--- src/rtl/password_sender_pkg.sv ---
`default_nettype none
// ============================================================================
// Module      : password_sender_pkg
// Description : Shared types and constants for the password_sender slice:
//               the FSM state encoding, the admin recovery code and the
//               default idle digit value.
// Revision    : 1.0 - initial release
// ============================================================================
package password_sender_pkg;

  typedef enum logic [2:0] {
    S_IDLE  = 3'd0,
    S_SEND  = 3'd1,
    S_WAIT  = 3'd2,
    S_ADMIN = 3'd3,
    S_DONE  = 3'd4
  } state_e;

  // Admin recovery sequence 0,1,2,9; digit 0 sits in the low nibble and is
  // shifted out first.
  localparam int              ADMIN_LEN          = 4;
  localparam logic [15:0]     ADMIN_CODE         = 16'h9210;
  localparam logic [3:0]      IDLE_DIGIT_DEFAULT = 4'hF;

  function automatic int max_int(input int a, input int b);
    return (a > b) ? a : b;
  endfunction

endpackage
`default_nettype wire

--- src/rtl/password_sender_serializer.sv ---
`default_nettype none
// ============================================================================
// Module      : digit_serializer
// Description : Loads a vector of NDIG 4-bit digits and presents them one per
//               enabled cycle on a registered digit/valid pair. Digit 0 (the
//               low nibble) appears on the cycle after load. last_o flags
//               that the digit currently on digit_o is the final one, so the
//               next shift returns the output to IDLE_DIGIT.
// Ports       : clk_i, rst_i     - clock, synchronous active-high reset
//               load_i, data_i   - load a new digit vector (priority over
//                                  shift)
//               len_i            - number of digits to send from data_i
//               shift_i          - advance to the next digit
//               digit_o, valid_o - registered digit output and qualifier
//               last_o           - current digit is the final one
// Revision    : 1.0 - initial release
// ============================================================================
module digit_serializer
  import password_sender_pkg::*;
#(
  parameter int         NDIG       = 4,
  parameter logic [3:0] IDLE_DIGIT = IDLE_DIGIT_DEFAULT,
  parameter int         IW         = $clog2(NDIG + 1)
) (
  input  logic              clk_i,
  input  logic              rst_i,
  input  logic              load_i,
  input  logic [NDIG*4-1:0] data_i,
  input  logic [IW-1:0]     len_i,
  input  logic              shift_i,
  output logic [3:0]        digit_o,
  output logic              valid_o,
  output logic              last_o
);

  logic [NDIG*4-1:0] sr_q;
  logic [IW-1:0]     idx_q;
  logic [IW-1:0]     len_q;
  logic [3:0]        digit_q;
  logic              valid_q;
  logic              w_last;

  assign w_last = valid_q && ((idx_q + IW'(1)) == len_q);

  always_ff @(posedge clk_i) begin
    if (rst_i) begin
      sr_q    <= '0;
      idx_q   <= '0;
      len_q   <= '0;
      digit_q <= IDLE_DIGIT;
      valid_q <= 1'b0;
    end else if (load_i) begin
      // Digit 0 goes straight to the output; the remainder waits in sr_q.
      digit_q <= data_i[3:0];
      sr_q    <= data_i >> 4;
      idx_q   <= '0;
      len_q   <= len_i;
      valid_q <= 1'b1;
    end else if (shift_i && valid_q) begin
      if (w_last) begin
        digit_q <= IDLE_DIGIT;
        valid_q <= 1'b0;
        idx_q   <= '0;
        sr_q    <= '0;
      end else begin
        digit_q <= sr_q[3:0];
        sr_q    <= sr_q >> 4;
        idx_q   <= idx_q + IW'(1);
      end
    end
  end

  assign digit_o = digit_q;
  assign valid_o = valid_q;
  assign last_o  = w_last;

endmodule
`default_nettype wire

--- src/rtl/password_sender.sv ---
`default_nettype none
// ============================================================================
// Module      : password_sender
// Description : Serial transmitter for the password lock's digit bus. On a
//               start request it latches a DIGITS-digit code, sends it one
//               digit per clock, then watches the lock's result lights and
//               reports success / failure with a single-cycle done pulse.
//               Optional macro PASSWORD_SENDER_ADMIN_EN: when defined, a
//               lockdown (warningLight) plays the admin recovery sequence
//               0,1,2,9 before finishing; when undefined, lockdown is
//               reported as a plain failure with lockedOut set.
// Ports       : CLK, RST                 - clock, synchronous active-high reset
//               start, code              - attempt request and code to send
//               digit, digitValid        - digit bus to the lock
//               busy, done               - activity flag, completion pulse
//               success, lockedOut       - result of the last attempt
//               unlockLight, errorLight,
//               warningLight             - lock result indicators
// Revision    : 1.0 - initial release
// ============================================================================
module password_sender
  import password_sender_pkg::*;
#(
  parameter int         DIGITS       = 4,
  parameter logic [3:0] IDLE_DIGIT   = IDLE_DIGIT_DEFAULT,
  parameter int         RESP_TIMEOUT = 8
) (
  input  logic                CLK,
  input  logic                RST,
  input  logic                start,
  input  logic [4*DIGITS-1:0] code,
  output logic [3:0]          digit,
  output logic                digitValid,
  output logic                busy,
  output logic                done,
  output logic                success,
  output logic                lockedOut,
  input  logic                unlockLight,
  input  logic                errorLight,
  input  logic                warningLight
);

  // The serializer is shared between the code and the admin sequence, so it
  // must be wide enough for whichever is longer.
  localparam int NDIG = max_int(DIGITS, ADMIN_LEN);
  localparam int IW   = $clog2(NDIG + 1);
  localparam int CW   = $clog2(RESP_TIMEOUT + 1);

  state_e            state_q;
  logic [CW-1:0]     wait_cnt_q;
  logic              busy_q;
  logic              done_q;
  logic              success_q;
  logic              locked_q;

  logic              w_ser_load;
  logic              w_ser_shift;
  logic              w_ser_last;
  logic [NDIG*4-1:0] w_ser_data;
  logic [IW-1:0]     w_ser_len;

  // Serializer control decoded from the current state.
  always_comb begin
    w_ser_load              = 1'b0;
    w_ser_shift             = 1'b0;
    w_ser_len               = IW'(DIGITS);
    w_ser_data              = '0;
    w_ser_data[4*DIGITS-1:0] = code;
    case (state_q)
      S_IDLE: w_ser_load = start;
      S_SEND: w_ser_shift = 1'b1;
`ifdef PASSWORD_SENDER_ADMIN_EN
      S_WAIT: begin
        if (warningLight) begin
          w_ser_load                  = 1'b1;
          w_ser_data                  = '0;
          w_ser_data[4*ADMIN_LEN-1:0] = ADMIN_CODE;
          w_ser_len                   = IW'(ADMIN_LEN);
        end
      end
      S_ADMIN: w_ser_shift = 1'b1;
`endif
      default: ;
    endcase
  end

  digit_serializer #(
    .NDIG       (NDIG),
    .IDLE_DIGIT (IDLE_DIGIT),
    .IW         (IW)
  ) u_ser (
    .clk_i   (CLK),
    .rst_i   (RST),
    .load_i  (w_ser_load),
    .data_i  (w_ser_data),
    .len_i   (w_ser_len),
    .shift_i (w_ser_shift),
    .digit_o (digit),
    .valid_o (digitValid),
    .last_o  (w_ser_last)
  );

  always_ff @(posedge CLK) begin
    if (RST) begin
      state_q    <= S_IDLE;
      wait_cnt_q <= '0;
      busy_q     <= 1'b0;
      done_q     <= 1'b0;
      success_q  <= 1'b0;
      locked_q   <= 1'b0;
    end else begin
      done_q <= 1'b0;
      case (state_q)
        S_IDLE: begin
          if (start) begin
            state_q   <= S_SEND;
            busy_q    <= 1'b1;
            success_q <= 1'b0;
            locked_q  <= 1'b0;
          end
        end

        S_SEND: begin
          if (w_ser_last) begin
            state_q    <= S_WAIT;
            wait_cnt_q <= CW'(RESP_TIMEOUT);
          end
        end

        S_WAIT: begin
          wait_cnt_q <= wait_cnt_q - CW'(1);
          if (warningLight) begin
            locked_q   <= 1'b1;
            success_q  <= 1'b0;
            wait_cnt_q <= '0;
`ifdef PASSWORD_SENDER_ADMIN_EN
            state_q    <= S_ADMIN;
`else
            state_q    <= S_DONE;
`endif
          end else if (errorLight) begin
            success_q  <= 1'b0;
            wait_cnt_q <= '0;
            state_q    <= S_DONE;
          end else if (unlockLight) begin
            success_q  <= 1'b1;
            wait_cnt_q <= '0;
            state_q    <= S_DONE;
          end else if (wait_cnt_q == CW'(1)) begin
            // This sample takes the counter to zero: timeout.
            success_q <= 1'b0;
            state_q   <= S_DONE;
          end
        end

`ifdef PASSWORD_SENDER_ADMIN_EN
        S_ADMIN: begin
          if (w_ser_last) begin
            state_q <= S_DONE;
          end
        end
`endif

        S_DONE: begin
          // First cycle raises done; the second leaves while done is seen,
          // so a held start is next sampled one cycle after the pulse.
          if (!done_q) begin
            done_q <= 1'b1;
          end else begin
            state_q <= S_IDLE;
            busy_q  <= 1'b0;
          end
        end

        default: state_q <= S_IDLE;
      endcase
    end
  end

  assign busy      = busy_q;
  assign done      = done_q;
  assign success   = success_q;
  assign lockedOut = locked_q;

endmodule
`default_nettype wire

--- config.mk ---
export PLATFORM = sky130hd
export DESIGN_NAME = password_sender
export DESIGN_NICKNAME = d
export VERILOG_FILES = /design/src/rtl/password_sender_pkg.sv /design/src/rtl/password_sender_serializer.sv /design/src/rtl/password_sender.sv
export SDC_FILE = /design/constraint.sdc
export NUM_CORES = 1
export LEC_CHECK = 0
export ABC_AREA = 0
export CAP_MARGIN = 40
export CELL_PAD_IN_SITES_DETAIL_PLACEMENT = 1
export CELL_PAD_IN_SITES_GLOBAL_PLACEMENT = 1
export CORE_MARGIN = 1.5
export CORE_UTILIZATION = 33
export CTS_BUF_LIST = sky130_fd_sc_hd__clkbuf_8
export DETAILED_ROUTE_END_ITERATION = 16
export PLACE_DENSITY = 0.68
export SETUP_SLACK_MARGIN = 0.1
export SYNTH_ARGS = -nofsm -noshare
export SYNTH_HDL_FRONTEND = slang
export SYNTH_SLANG_ARGS = --single-unit
--- constraint.sdc ---
create_clock -name CLK -period 2.2 [get_ports CLK]
set_clock_uncertainty 0.05 [all_clocks]
set_input_delay 0.55 -clock CLK [delete_from_list [all_inputs] [get_ports CLK]]
set_output_delay 0.55 -clock CLK [all_outputs]
set_load 0.01 [all_outputs]
==> key figures <==
Drt
  • Vias per Instance: 5.459
  • DR pass1 iterations: 4
  • Routed WL: 4.063 mm
  • Initial DRC Count: 116
  • Vias: 1403
  • # DRC: 0
  • Final antenna-violating net count: 0
  • WL/cell: 15.81 um

Yosys
  • Most numerous cell in the Yosys netlist: dfxtp_1
  • Top post-synthesis cells by count: dfxtp_1 (32), nor2_1 (28), nor3_1 (10)
  • Synth Register Bits: 32
  • Main synth FF type: dfxtp_1
  • Post-synth EDFFs: 0
  • Sequential area share after synthesis: 42.42%
  • Post-synthesis async set-or-reset flop share: 0%
  • Post-synthesis cell area: 1510 um2
  • Cells after Synth: 167
  • Synth Warn #: 0
  • Mapped Avg Cell Area: 9.043 um2
  • Area contributors post-synth: dfxtp_1 (42%), nor2_1 (7.0%), a221oi_1 (4.6%)
  • Post-Syn Nets: 193
  • Area share of the largest cell type after synthesis: 42.42%
  • Yosys cell types: 38
  • Post-synth top area cell: dfxtp_1

Worst setup path
  • Max stage delay on crit path: 0.58 ns
  • Crit. End Element: flip-flop
  • Crit path cell chain: clkdlybuf4s50_1 -> or4b_1 -> nor2_1 -> a211oi_1 -> a211o_1
  • Type of the worst setup path: in -> reg
  • CP bufs+invs: 1
  • Worst EP arrival: 2.17 ns
  • CP top delay family: simple AND/OR/NAND/NOR gates
  • CP Max Fanout: 6
  • Path length in cells of the critical path: 5
  • CP required: 2.33 ns
  • Slowest CP cell: or4b_1
  • Worst r2r path cells: 4
  • Crit start category: primary input

Hold path
  • WHS Path Cells: 2
  • Hold Path Class: reg -> reg

Layout
  • NumNets Final: 230
  • Final-layout fill cell count: 521
  • Fin util: 46.23%
  • Multi-input logic area: 807.0 um2
  • Area growth syn-to-layout: 34.22%
  • Fraction of layout cells with a size suffix above 1: 11.71%
  • Design area: 2027 um2
  • Seq. cell area: 640.6 um2
  • Ant diodes: 0
  • Non-filler cells, final: 257

Run status
  • Status: complete, no violations

Timing
  • Slew Limit Fails: 0
  • Unrepaired setup endpoints after global routing: true
  • Final period util: 92.70%
  • Fin crit period: 2.039 ns
  • Rel. slew slack: 66.61%
  • Max Clk Rate: 0.4903 GHz
  • Fin. Hold Viols: 0
  • Slew @ Worst Pin: 0.5002 ns
  • Final Setup Violations: 0

Clock network
  • CTS clock-pin slew for the worst setup and hold paths: 0.07 ns
  • Num CTS Buffers: 5
  • Clk_lat worst skew: 0.29 ns
  • Root Buffer Master: clkbuf_8
  • CTS max path bufs: 2
  • CTS tree: yes
  • H-Tree Level Count: 2
  • Hold buffer count at CTS: 0
  • Clk sink count: 32

Placed design
  • DP HPWL: 2.969 mm
  • Routability cong.: 0.7233
  • I/O Buffers: 30
  • Post-placement cell area: 1912 um2
  • Placed insts: 249

Global route
  • All-Layer GR Usage: 17.87%
  • Grt met2 use: 31.24%
  • GRT met3 Usage: 6.125%
  • M1 GR Usage: 20.85%
  • Largest net degree at the start of global routing: 19
  • First-pass GRT wire length: 7.086 mm
  • Global route overflow: 0
  • Number of global-route vias before repair: 1499
  • Top Usage Layer GRT: met2
  • Initial antenna violation count: 0

Power
  • Maximum vdd drop: 0.2614 mV
  • Leak: 0.7627 nW
  • Pwr dens: 711.3 nW/um2

Die
  • Chip Width: 70.65 um
  • Row cnt: 24
  • Die height: 70.65 um
  • Die ar.: 4991 um2
  • I/O pin count: 31
  • Initial core utilization: 34.45%
  • Core area: 4384 um2

Run
  • Max Cap Viol: 0
-- logic make-up (layout without fill, tap and decap cells) --
kind of cell / after synthesis / in the layout / share of synthesized area (%)
XOR/XNOR: 1 / 1 / 1.491
adder cells (fa/ha/maj): 4 / 4 / 3.314
AND/OR/NAND/NOR: 72 / 72 / 25.35
multiplexers: 2 / 2 / 1.326
flip-flops: 32 / 32 / 42.42
buffers and inverters: 14 / 52 / 4.639
AO/OA/AOI/OAI: 42 / 42 / 21.46
-- final timing paths --
path | start | end | slack (ns)
setup reg to reg | state_q[0] | u_ser.digit_o[3] | 0.32
hold reg to reg | lockedOut | lockedOut | 0.42
hold / removal | lockedOut | lockedOut | 0.42
setup / recovery | start | u_ser.digit_o[3] | 0.16
-- area by class of cell --
type / instances / share of cell area, %
clock inverters: 3 / 1.914
repair buffers: 41 / 19.51
multi-input cells: 121 / 39.81
clock buffers: 5 / 3.395
well taps: 52 / 3.210
flip-flops and latches: 32 / 31.60
inverters: 3 / 0.5556
-- flip-flops by register name, summed over array words and instances, names as in the netlist --
register and count:
u_ser.sr_q 12, u_ser.digit_o 4, wait_cnt_q 4, state_q 3, u_ser.idx_q 3, busy 1
done 1, lockedOut 1, success 1, u_ser.len_q 1, u_ser.valid_o 1
-- what timing repair did --
| item | in CTS | in global routing |
|---|---|---|
| resized for setup | 0 | 2 |
| endpoints found under the setup margin | 0 | 5 |
| buffers inserted | 0 | 0 |
-- worst min-delay path, cell delays in order (launching register included) --
cell,delay [ns]
dfxtp_1,0.32
a21oi_1,0.05
nor2_1,0.07
-- report_power, final --
part | switching (mW) | total (mW) | internal, mW
logic | 0.103 | 0.233 | 0.131
clock network | 0.228 | 0.560 | 0.331
registers | 0.0329 | 0.649 | 0.616
-- through the flow --
step | hold slack (ns) | TNS, ns | power [mW] | setup WS, ns
floorplan | 0.4040 | 0 | 0.7820 | 0.5433
global placement | 0.3991 | -0.3822 | 0.8892 | -0.05694
detailed placement | 0.4112 | -0.9478 | 0.8970 | -0.1293
CTS | 0.4263 | 0 | 1.452 | 0.1598
global route | 0.4661 | 0 | 1.513 | 0.09607
finish | 0.4194 | 0 | 1.442 | 0.1606
-- placed cells by master, fill, tap and decap left out, drive strengths merged, types with 5 or more instances in the layout --
| cell | Yosys | final |
|---|---|---|
| buf | 7 | 11 |
| nor3 | 10 | 10 |
| nor2 | 28 | 28 |
| a221oi | 8 | 8 |
| a211oi | 5 | 5 |
| clkdlybuf4s50 | 0 | 30 |
| o21ai | 5 | 5 |
| a21oi | 8 | 8 |
| nor2b | 6 | 6 |
| nand2 | 8 | 8 |
| dfxtp | 32 | 32 |
| clkbuf | 4 | 5 |
-- metal layers --
metal  up-vias  part of all wire (%)
li1        688                     -
met1       680                    45
met2        31                    50
met3         4                   4.5
met4         0                  0.84
met5         -                     0
Note: power is estimated with default switching activity, not from simulation.
